--- config.mk ---
export PLATFORM = sky130hd
export DESIGN_NAME = ssd1306_spi_tx
export DESIGN_NICKNAME = d
export VERILOG_FILES = /design/src/rtl/ssd1306_pkg.sv /design/src/rtl/ssd1306_spi_timer.sv /design/src/rtl/ssd1306_spi_tx.sv
export SDC_FILE = /design/constraint.sdc
export NUM_CORES = 1
export LEC_CHECK = 0
export ABC_AREA = 1
export CAP_MARGIN = 20
export CORE_ASPECT_RATIO = 0.8
export CORE_UTILIZATION = 59
export CTS_CLUSTER_DIAMETER = 30
export DETAILED_ROUTE_END_ITERATION = 8
export GPL_TIMING_DRIVEN = 0
export PLACE_DENSITY = 0.94
export SYNTH_ARGS = -nofsm -noshare
export SYNTH_HDL_FRONTEND = slang
export SYNTH_SLANG_ARGS = --single-unit
--- constraint.sdc ---
create_clock -name clk_in -period 2.4 [get_ports clk_in]
set_input_delay 0.48 -clock clk_in [delete_from_list [all_inputs] [get_ports clk_in]]
set_output_delay 0.48 -clock clk_in [all_outputs]
set_load 0.03 [all_outputs]
--- src/rtl/ssd1306_pkg.sv ---
// ssd1306_pkg: shared FSM state type and SPI mode constants for the SSD1306 SPI transmitter
package ssd1306_pkg;
  typedef enum logic [2:0] {IDLE, SETUP, SCK_LO, SCK_HI, HOLD} spi_state_t;
  localparam logic [1:0] SPI_MODE = 2'd0;
  localparam logic SPI_CPOL = SPI_MODE[1];
endpackage

--- src/rtl/ssd1306_spi_timer.sv ---
// ssd1306_spi_timer: reloadable 8-bit down-counter; done pulses in the last cycle of a loaded interval
module ssd1306_spi_timer (
  input  logic       clk_in,
  input  logic       reset_in,
  input  logic       load,
  input  logic [7:0] load_val,
  output logic       done
);
  logic [7:0] cnt;
  always_ff @(posedge clk_in or posedge reset_in)
    if (reset_in) cnt <= '0;
    else cnt <= load ? load_val : (cnt != 8'd0) ? cnt - 8'd1 : cnt;
  assign done = cnt == 8'd1;
endmodule

--- src/rtl/ssd1306_spi_tx.sv ---
// ssd1306_spi_tx: SPI mode 0 byte transmitter for the SSD1306 display.
// Define SSD1306_SPI_BURST_EN to keep CSn low across bytes accepted with last_byte_in=0.
module ssd1306_spi_tx #(
  parameter int CLK_DIV  = 2,
  parameter int CS_SETUP = 2,
  parameter int CS_HOLD  = 2
) (
  input  logic       clk_in,
  input  logic       reset_in,
  input  logic       tx_trigger_in,
  input  logic [7:0] data_in,
  input  logic       last_byte_in,
  output logic       ready_out,
  output logic       spi_sck_out,
  output logic       spi_mosi_out,
  output logic       spi_csn_out
);
  import ssd1306_pkg::*;
`ifdef SSD1306_SPI_BURST_EN
  localparam logic BURST = 1'b1;
`else
  localparam logic BURST = 1'b0;
`endif
  localparam logic [7:0] DIV_V = 8'(CLK_DIV);
  localparam logic [7:0] SETUP_V = 8'(CS_SETUP);
  localparam logic [7:0] HOLD_V = 8'(CS_HOLD);
  spi_state_t state, state_nxt;
  logic [7:0] sh, t_val;
  logic [2:0] bit_cnt;
  logic last_q, open_q, accept, t_load, t_done, bits_done, byte_end, chain_end, skip_setup;
  assign ready_out = state == IDLE;
  assign accept = tx_trigger_in && ready_out;
  assign bits_done = bit_cnt == 3'd7;
  assign byte_end = state == SCK_HI && t_done && bits_done;
  assign chain_end = !BURST || last_q;
  assign skip_setup = open_q || SETUP_V == 8'd0;
  assign spi_sck_out = SPI_CPOL ^ (state == SCK_HI);
  assign spi_mosi_out = sh[7];
  assign spi_csn_out = ready_out && !open_q;
  ssd1306_spi_timer u_timer (
    .clk_in   (clk_in),
    .reset_in (reset_in),
    .load     (t_load),
    .load_val (t_val),
    .done     (t_done)
  );
  always_comb begin
    state_nxt = state;
    t_load = 1'b0;
    t_val = DIV_V;
    case (state)
      IDLE: if (accept) begin
        state_nxt = skip_setup ? SCK_LO : SETUP;
        t_load = 1'b1;
        t_val = skip_setup ? DIV_V : SETUP_V;
      end
      SETUP: if (t_done) begin
        state_nxt = SCK_LO;
        t_load = 1'b1;
      end
      SCK_LO: if (t_done) begin
        state_nxt = SCK_HI;
        t_load = 1'b1;
      end
      SCK_HI: if (t_done) begin
        state_nxt = !bits_done ? SCK_LO : (!chain_end || HOLD_V == 8'd0) ? IDLE : HOLD;
        t_load = !bits_done || (chain_end && HOLD_V != 8'd0);
        t_val = bits_done ? HOLD_V : DIV_V;
      end
      HOLD: if (t_done) state_nxt = IDLE;
      default: state_nxt = IDLE;
    endcase
  end
  // MOSI is the shift register MSB, so it only moves at acceptance or on entry to SCK_LO
  always_ff @(posedge clk_in or posedge reset_in)
    if (reset_in) begin
      state <= IDLE;
      sh <= '0;
      bit_cnt <= '0;
      last_q <= 1'b0;
      open_q <= 1'b0;
    end else begin
      state <= state_nxt;
      if (accept) begin
        sh <= data_in;
        bit_cnt <= '0;
        last_q <= last_byte_in;
      end else if (state == SCK_HI && t_done && !bits_done) begin
        sh <= {sh[6:0], 1'b0};
        bit_cnt <= bit_cnt + 3'd1;
      end
      if (byte_end) open_q <= !chain_end;
    end
endmodule

==> flow_metrics.env, run 1 <==
export IMPL_drtIter0Drc=84
export IMPL_synthSimpleGateAreaFrac_pct=44.42
export IMPL_post_cts_buffers=0
export IMPL_synth_warnings=0
export IMPL_wirelength_met1_um=1259
export IMPL_syn_avg_cell_area_um2=8.155
export IMPL_synth_common_cells="nand2_1 (47), dfrtp_1 (22), inv_1 (20), nand3_1 (17), nor2_1 (17)"
export IMPL_fin_setup_tns_ns=0
export IMPL_start_kind="register"
export IMPL_vias=1155
export IMPL_synth_seq_area_share_pct=39.25
export IMPL_hold_class="reg -> reg"
export IMPL_htreeDepth=1
export IMPL_antenna_found_initial=0
export IMPL_nets=208
export IMPL_synth_fp_nets=189
export IMPL_synth_top_family_by_area="simple AND/OR/NAND/NOR gates"
export IMPL_critical_path_max_stage_delay_ns=0.66
export IMPL_path_cells="inv_2, nand3_4, inv_1, clkdlybuf4s50_1"
export IMPL_dr_wl_met2_um=1448
export IMPL_cts_buffer_depth=2
export IMPL_wl_per_cell_um=13.09
export IMPL_synth_area_top_cells="dfrtp_1 (39%), nand2_1 (13%), nand3_2 (11%)"
export IMPL_fmax_ghz=0.4542
export IMPL_place_inst=211
export IMPL_power_per_cell_area_nw_per_um2=1118
export IMPL_synth_cells=172
export IMPL_ys_types=23
export IMPL_synth_edff_count=0
export IMPL_layout_min_cycle_time_ns=2.202
export IMPL_layout_drive_gt1_share_pct=19.05
export IMPL_finalCritPeriodShare_pct=91.73
export IMPL_slew_headroom_pct=44.39
export IMPL_synth_area_leader_cell="dfrtp_1"
export IMPL_p_leak_nw=0.8582
export IMPL_finalNonFillerCells=214
export IMPL_rsz0062_at_grt="false"
export IMPL_cpLargestDelayFamily="buffers and inverters"
export IMPL_viasPerCell=5.397
export IMPL_die_h_um=45.61
export IMPL_numCtsBuffers=3
export IMPL_cp_max_fo=4
export IMPL_ys_ff_latch=22
export IMPL_cp_arrival_ns=1.72
export IMPL_tightest_slew_ns=0.8333
export IMPL_syn_to_final_growth_pct=13.92
export IMPL_start_util_pct=63.87
export IMPL_grt_max_degree=23
export IMPL_cts_sinks=22
export IMPL_post_synth_top_count_cell="nand2_1"
export IMPL_synth_flop_cell="dfrtp_1"
export IMPL_grt_pass1_vias=1157
export IMPL_grt_total_usage_pct=24.78
export IMPL_synth_xor_xnor_area_share_pct=0.6244
export IMPL_hold_violations=0
export IMPL_cts_tree="yes"
export IMPL_crit_buf_inv=3
export IMPL_portBuffers=14
export IMPL_crit_slowest_cell="clkdlybuf4s50_1"
export IMPL_synthesis_area_um2=1403
export IMPL_hpwlAfterDp_um=2209
export IMPL_route_met3_wl_um=81
export IMPL_fillerInstances=171
export IMPL_critPathKind="reg -> out"
export IMPL_setup_ws_ns=0.1984
export IMPL_fin_skew_ns=0.001735
export IMPL_core_area_um2=2196
export IMPL_synth_mux_area_share_pct=0
export IMPL_grt_ovfl_total=0
export IMPL_pre_cts_ws_ns=0.3068
export IMPL_grt_pass1_wl_um=4885
export IMPL_chipWidth_um=56.51
export IMPL_crit_required_ns=1.92
export IMPL_cts_resized=1
export IMPL_clkTransAtPathRegs_ns=0.11
export IMPL_cap_viol_max_count=0
export IMPL_clk_latency_ns=0.30
export IMPL_die_area_um2=2577
export IMPL_setup_viol=0
export IMPL_cp_end_kind="output pin"
export IMPL_synth_compound_area_share_pct=2.676
export IMPL_place_gp_congestion=0.9384
export IMPL_synthArstFlopShare_pct=100.0
export IMPL_highest_layer="met4"
export IMPL_synth_top_cell_area_share_pct=39.25
export IMPL_cts_root_buf="clkbuf_4"
export IMPL_slew_viol_final=0
export IMPL_antennaDiodeCount=0
export IMPL_final_antenna_net_count=0
export IMPL_firstDrtPassIters=4
export IMPL_ir_drop_mv=0.8004
export IMPL_post_route_drc_count=0
export IMPL_outcome="completed"
export IMPL_wl_um=2801
export IMPL_synth_adder_area_share_pct=4.460
export IMPL_io_pins=16
export IMPL_std_cell_rows=15
export IMPL_cts_hold_buf=0
-- logic make-up (layout without fill, tap and decap cells) --
family | count (synthesis) | after routing
AND/OR/NAND/NOR | 111 | 111
flip-flops | 22 | 22
AO/OA/AOI/OAI | 7 | 7
adder cells (fa/ha/maj) | 5 | 5
buffers and inverters | 26 | 43
XOR/XNOR | 1 | 1
-- worst reg2reg max path: cells and delay by family (launching register included) --
kind                     cells  cell delay (ns)
AO/OA/AOI/OAI                1             0.24
buffers and inverters        2             0.20
adder cells (fa/ha/maj)      1             0.19
AND/OR/NAND/NOR              3             0.39
flip-flops                   1             0.41
-- power breakdown --
| part | internal (mW) | leakage [nW] | switching [mW] |
|---|---|---|---|
| Clock | 0.0585 | 0.0138 | 0.0998 |
| Combinational | 0.369 | 0.564 | 0.599 |
| Sequential | 0.515 | 0.280 | 0.145 |
-- state kept, by name (all words and copies together) (netlist names) --
register / count
bit_cnt: 3
sh: 8
state: 3
u_timer.cnt: 8
-- cells in the final DEF, fill, tap and decap left out, types with 3 or more instances in the layout --
master / Yosys / final
a21oi_1: 3 / 3
clkbuf_4: 0 / 3
clkdlybuf4s50_1: 0 / 12
dfrtp_1: 22 / 22
ha_1: 5 / 5
inv_1: 20 / 20
nand2_1: 47 / 47
nand2_2: 4 / 4
nand3_1: 17 / 17
nand3_2: 16 / 16
nor2_1: 17 / 17
-- final timing paths --
| path | start | end | slack, ns | depth (start not counted) |
|---|---|---|---|---|
| max | state[2] | spi_sck_out | 0.20 | 4 |
| min | sh[5] | sh[5] | 0.53 | 2 |
| max reg2reg | u_timer.cnt[0] | u_timer.cnt[1] | 0.86 | 7 |
| min reg2reg | sh[5] | sh[5] | 0.53 | 2 |
| max in group asynchronous | reset_in | sh[3] | 1.25 | 2 |
| min in group asynchronous | reset_in | u_timer.cnt[2] | 0.64 | 2 |
-- layout make-up --
type / count / area, um^2 / area share, %
buffer: 4 / 37.54 / 2.349
sequential: 22 / 550.5 / 34.46
inverter: 22 / 82.58 / 5.168
timing repair buffer: 14 / 141.4 / 8.849
clock buffer: 3 / 22.52 / 1.410
multi-input combinational: 124 / 732.0 / 45.81
tap: 25 / 31.28 / 1.958
-- routing by layer --
metal / global-route usage [%] / vias up
met2: 45.88 / 20
met3: 4.830 / 2
li1: - / 580
met1: 29.80 / 553
met5: 0 / -
met4: 7.805 / 0
-- stage by stage --
step | total power [mW] | area [um^2] | util, % | hold slack [ns]
final | 1.787 | 1598 | 72.76 | 0.5330
after global routing | 1.942 | 1598 | 72.76 | 0.5640
after CTS | 1.795 | 1595 | 72.65 | 0.5361
after detailed placement | 1.642 | 1574 | 71.68 | 0.5102
after global placement | 1.559 | 1574 | 71.68 | 0.4926
after floorplan | 1.377 | 1403 | - | 0.4692
No activity file was read; power rests on OpenSTA's default activity.
==> run 2, diff against run 1 <==
--- a/config.mk
+++ b/config.mk
@@ -6,6 +6,7 @@
 export NUM_CORES = 1
 export LEC_CHECK = 0
 export ABC_AREA = 1
+export ABC_CLOCK_PERIOD_IN_PS = 2400
 export CAP_MARGIN = 20
 export CORE_ASPECT_RATIO = 0.8
 export CORE_UTILIZATION = 59
==> results of run 2 <==
The final DEF is identical to that of run 1; final timing and power are the same.
